`config.mk`:
```
export PLATFORM = sky130hd
export DESIGN_NAME = id_operand_stage
export DESIGN_NICKNAME = d
export VERILOG_FILES = /design/src/rtl/id_operand_stage.sv
export SDC_FILE = /design/constraint.sdc
export NUM_CORES = 1
export LEC_CHECK = 0
export CAP_MARGIN = 10
export CORE_AREA = 2 2 142 144
export DETAILED_ROUTE_END_ITERATION = 8
export DIE_AREA = 0 0 144 146
export GPL_TIMING_DRIVEN = 0
export PLACE_DENSITY_LB_ADDON = 0.2
export SETUP_SLACK_MARGIN = 0.05
export SLEW_MARGIN = 0
export SYNTH_ARGS = -nofsm -noshare
export SYNTH_HDL_FRONTEND = slang
export SYNTH_SLANG_ARGS = --single-unit
```
`constraint.sdc`:
```
create_clock -name clk -period 8.1 [get_ports clk]
set_clock_uncertainty 0.1 [all_clocks]
set_input_delay 0.81 -clock clk [delete_from_list [all_inputs] [get_ports clk]]
set_output_delay 0.81 -clock clk [all_outputs]
set_load 0.02 [all_outputs]
```
`src/rtl/id_operand_stage.sv`:
```
// Decode/operand-fetch stage feeding the ID/EX register, 1-cycle latency; EX/MEM forwarding, load-use bubble.
// Backpressure: stall holds the whole bundle, flush kills it, load-use inserts a bubble while fetch holds.
module id_operand_stage #(
   parameter logic [5:0] OPC_LOAD   = 6'h08,
   parameter logic [5:0] OPC_STORE  = 6'h09,
   parameter logic [5:0] OPC_BRANCH = 6'h0C,
   parameter logic [5:0] OPC_RTYPE  = 6'h00
)(
   input  logic        clk,
   input  logic        reset,
   input  logic [31:0] if_insn,
   input  logic [31:0] if_pc,
   input  logic        if_en,
   input  logic        stall,
   input  logic        flush,
   output logic [4:0]  gpr_rd_addr_0,
   output logic [4:0]  gpr_rd_addr_1,
   input  logic [31:0] gpr_rd_data_0,
   input  logic [31:0] gpr_rd_data_1,
   input  logic        ex_fwd_en,
   input  logic [4:0]  ex_fwd_addr,
   input  logic [31:0] ex_fwd_data,
   input  logic        mem_fwd_en,
   input  logic [4:0]  mem_fwd_addr,
   input  logic [31:0] mem_fwd_data,
   output logic        ld_hazard,
   output logic        id_en,
   output logic [31:0] id_pc,
   output logic [5:0]  id_opcode,
   output logic [31:0] id_op_a,
   output logic [31:0] id_op_b,
   output logic [31:0] id_imm,
   output logic [4:0]  id_dst_addr,
   output logic        id_dst_we,
   output logic        id_is_load
);

   typedef struct packed {
      logic        en;
      logic [31:0] pc;
      logic [5:0]  opcode;
      logic [31:0] op_a;
      logic [31:0] op_b;
      logic [31:0] imm;
      logic [4:0]  dst_addr;
      logic        dst_we;
      logic        is_load;
   } id_bundle_t;

   id_bundle_t id_q;
   id_bundle_t dec;
   logic [5:0] opcode;
   logic [4:0] ra;
   logic [4:0] rb;
   logic       src_hit;

   assign opcode        = if_insn[31:26];
   assign ra            = if_insn[25:21];
   assign rb            = if_insn[20:16];
   assign gpr_rd_addr_0 = ra;
   assign gpr_rd_addr_1 = rb;

   // EX is younger than MEM, so it wins when both hold the same register
   always_comb begin
      dec          = '0;
      dec.en       = if_en;
      dec.pc       = if_pc;
      dec.opcode   = opcode;
      dec.imm      = {{16{if_insn[15]}}, if_insn[15:0]};
      dec.dst_addr = (opcode == OPC_RTYPE) ? if_insn[15:11] : if_insn[20:16];
      dec.dst_we   = !((opcode == OPC_STORE) || (opcode == OPC_BRANCH));
      dec.is_load  = (opcode == OPC_LOAD);

      dec.op_a = gpr_rd_data_0;
      if (ex_fwd_en && ex_fwd_addr == ra)
         dec.op_a = ex_fwd_data;
      else if (mem_fwd_en && mem_fwd_addr == ra)
         dec.op_a = mem_fwd_data;

      dec.op_b = gpr_rd_data_1;
      if (ex_fwd_en && ex_fwd_addr == rb)
         dec.op_b = ex_fwd_data;
      else if (mem_fwd_en && mem_fwd_addr == rb)
         dec.op_b = mem_fwd_data;
   end

   // Both source fields are checked even when the opcode ignores one of them
   assign src_hit   = (id_q.dst_addr == ra) || (id_q.dst_addr == rb);
   assign ld_hazard = if_en && id_q.en && id_q.is_load && id_q.dst_we && src_hit;

   always_ff @(posedge clk or posedge reset) begin
      if (reset)
         id_q <= '0;
      else if (flush)
         id_q.en <= 1'b0;
      else if (!stall) begin
         if (ld_hazard)
            id_q.en <= 1'b0;
         else
            id_q <= dec;
      end
   end

   assign id_en       = id_q.en;
   assign id_pc       = id_q.pc;
   assign id_opcode   = id_q.opcode;
   assign id_op_a     = id_q.op_a;
   assign id_op_b     = id_q.op_b;
   assign id_imm      = id_q.imm;
   assign id_dst_addr = id_q.dst_addr;
   assign id_dst_we   = id_q.dst_we;
   assign id_is_load  = id_q.is_load;

endmodule

```
==> flow_metrics.env <==
export IMPL_outcome="completed"
export IMPL_grt_pass1_vias=7520
export IMPL_synthToLayoutAreaGrowth_pct=64.8
export IMPL_p_leak_nw=4.54
export IMPL_die_h_um=146
export IMPL_initial_core_util_pct=36.7
export IMPL_vias_per_cell=5.23
export IMPL_io_buffers=361
export IMPL_hold_ws_ns=0.387
export IMPL_hold_violations=0
export IMPL_synthArstFlopShare_pct=100
export IMPL_antenna_left=0
export IMPL_fmax_mhz=234
export IMPL_ios=362
export IMPL_reg2reg_to="id_op_a[18]$_DFFE_PP0P_"
export IMPL_crit_reg2reg_launch="id_dst_addr[2]$_DFFE_PP0P_"
export IMPL_path_delay_family="buffers and inverters"
export IMPL_synth_top_cell_area_share_pct=44.4
export IMPL_drtIter0Drc=508
export IMPL_fp_dieArea_um2=21000
export IMPL_clk_pin_slew_ns=0.06
export IMPL_seq_area_frac_synth_pct=44.4
export IMPL_arrival_ns=3.36
export IMPL_slowest_delay_ns=0.69
export IMPL_slew_viol_final=0
export IMPL_cp_num_cells=7
export IMPL_power_net_switching_mw=0.707
export IMPL_synth_top_area_cell="dfrtp_1"
export IMPL_crit_buf_inv=4
export IMPL_routed_wl_um=30000
export IMPL_avgSynthCellArea_um2=9.41
export IMPL_hold_class="reg -> reg"
export IMPL_overflow=0
export IMPL_required_ns=7.19
export IMPL_cts_max_path_buffers=2
export IMPL_track_usage_pct=28.1
export IMPL_syn_nets=964
export IMPL_core_um2=19300
export IMPL_drc=0
export IMPL_critPathLaunch="if_insn[16]"
export IMPL_r2r_cells=7
export IMPL_finalWeightedCongestion=0.955
export IMPL_nets=1345
export IMPL_ys_types=35
export IMPL_path_class="in -> out"
export IMPL_drive_gt1_share_pct=11.9
export IMPL_crit_end="ld_hazard"
export IMPL_total_power_mw=2.30
export IMPL_tns_ns=0
export IMPL_power_frac_comb_pct=31.2
export IMPL_grt_max_degree=76
export IMPL_detail_route_wl_per_cell_um=21.2
export IMPL_intPower_mw=1.59
export IMPL_rows=51
export IMPL_ctsResizeCount=0
export IMPL_vias=7399
export IMPL_dp_hpwl_um=23100
export IMPL_final_core_util_pct=60.5
export IMPL_power_density_nw_per_um2=196
export IMPL_cap_violations=0
export IMPL_numCtsBuffers=17
export IMPL_end_kind="output port"
export IMPL_clkPwrFrac_pct=35.3
export IMPL_yosysWarnings=0
export IMPL_cts_max_level=4
export IMPL_cp_max_fo=10
export IMPL_die_w_um=144
export IMPL_slew_headroom_pct=58.7
export IMPL_synth_area_um2=7100
export IMPL_peakVddDrop_v=0.000131
export IMPL_drtPass1Iterations=5
export IMPL_synth_edf_count=0
export IMPL_sequentialPowerShare_pct=33.6
export IMPL_rsz0062_at_grt="no"
export IMPL_cts_tree="yes"
export IMPL_synthTopCellsByCount="dfrtp_1, nor2_1, o21ai_0, o31ai_1, a211oi_1"
export IMPL_post_cts_buffers=0
export IMPL_synth_cells=755
export IMPL_clock_sinks=126
export IMPL_grt_pass1_wl_um=44500
export IMPL_p_sw_share_pct=30.8
export IMPL_antenna_found_initial=1
export IMPL_period_share_pct=52.7
export IMPL_worstMarginPinSlew_ns=0.616
export IMPL_yosys_top_cells_area="dfrtp_1, mux2_2, o31ai_1"
export IMPL_cp_common_cell="clkdlybuf4s50_1"
export IMPL_synth_top_flop_cell="dfrtp_1"
export IMPL_clock_latency_ns=0.42
export IMPL_reg2reg_slack_ns=5.84
export IMPL_root_buffer="clkbuf_16"
export IMPL_period_minus_slack_ns=4.27
export IMPL_critPathLaunchType="input port"
export IMPL_setup_violations_final=0
export IMPL_synth_seq_cells=126
export IMPL_cpMaxStageDelayCell="clkdlybuf4s50_1"
export IMPL_ctsHoldBuffers=0
export IMPL_path_cells="clkdlybuf4s50_1, xnor2_1, nand4_1, o22ai_1, buf_2, clkbuf_1, clkdlybuf4s50_1"
export IMPL_synth_most_common_cell="dfrtp_1"
[cell usage in the layout (no fill, tap or decap), types with 2 or more instances in the layout]
cell type,instances
a211oi_1,58
buf_6,6
nand4_1,4
clkinvlp_4,2
o21ai_0,75
buf_1,2
nor3_1,3
mux2_1,3
a21oi_1,7
or2_2,2
clkinv_4,5
buf_2,12
clkbuf_1,47
nand2b_1,32
and3_1,18
and4_1,2
xnor2_1,24
o31ai_1,64
o22ai_1,7
xor2_1,6
bufinv_16,3
clkdlybuf4s50_1,361
nand2_1,8
dfrtp_1,126
mux2i_1,5
nand3_1,50
nor2_1,106
buf_4,26
inv_6,3
mux2_2,52
clkbuf_16,17
[metrics by stage]
| step | instance area (um^2) | instances | worst slack [ns] |
|---|---|---|---|
| global route | 11700 | 1415 | 3.70 |
| global placement | 11000 | 1381 | 1.85 |
| detailed placement | 11100 | 1382 | 3.79 |
| finish | 11700 | 1415 | 3.83 |
| floorplan | 7100 | 755 | 3.83 |
| CTS | 11700 | 1414 | 3.79 |
[worst min path at each step]
stage / cells past startpoint / endpoint / startpoint
3_3_place_gp: 1 / id_pc[29]$_DFFE_PP0P_ / id_pc[29]$_DFFE_PP0P_
2_1_floorplan: 1 / id_pc[28]$_DFFE_PP0P_ / id_pc[28]$_DFFE_PP0P_
6_report: 1 / id_pc[30]$_DFFE_PP0P_ / id_pc[30]$_DFFE_PP0P_
3_5_place_dp: 1 / id_pc[30]$_DFFE_PP0P_ / id_pc[30]$_DFFE_PP0P_
4_1_cts: 1 / id_pc[30]$_DFFE_PP0P_ / id_pc[30]$_DFFE_PP0P_
5_1_grt: 1 / id_pc[30]$_DFFE_PP0P_ / id_pc[30]$_DFFE_PP0P_
[area by class of cell]
class                           count  area (um^2)
Tap cell                          265          332
Multi-Input combinational cell    534         3430
Timing Repair Buffer              362         3640
Clock inverter                     14          183
Sequential cell                   126         3150
Fill cell                        1683         7630
Buffer                             94          512
Inverter                            1         8.76
Antenna cell                        1         2.50
Clock buffer                       18          439
[worst register-to-register path, stage by stage, from the launching register on]
cell,delay (ns)
dfrtp_1,0.44
xnor2_1,0.18
nand4_1,0.13
o22ai_1,0.19
buf_2,0.32
clkbuf_1,0.51
o21ai_0,0.19
o31ai_1,0.10
[state kept, by name (all words and copies together), names as in the netlist]
register / count
id_imm: 16
id_op_b: 32
id_opcode: 6
id_op_a: 32
id_pc: 32
id_is_load: 1
id_en: 1
id_dst_we: 1
id_dst_addr: 5
[layer usage]
metal | routed length (um) | track usage, % | share of wire [%]
met5 | 0 | 0 | 0
met4 | 736 | 9.46 | 2.5
met1 | 11700 | 34.2 | 39
met2 | 14700 | 47.3 | 49
met3 | 2880 | 8.42 | 9.6
[kinds of logic after synthesis]
kind of cell,synth area share [%]
AO/OA/AOI/OAI,19.4
multiplexers,9.42
AND/OR/NAND/NOR,15.6
flip-flops,44.4
buffers and inverters,7.26
XOR/XNOR,3.93
[power by group through the flow]
stage               combinational, mW  sequential (mW)  clock [mW]
CTS                             0.720            0.770       0.821
global route                    0.761            0.781       0.849
detailed placement              0.718            0.780           0
floorplan                       0.218            0.884           0
global placement                0.712            0.779           0
finish                          0.716            0.771       0.811
(Power assumes the default switching activity.)
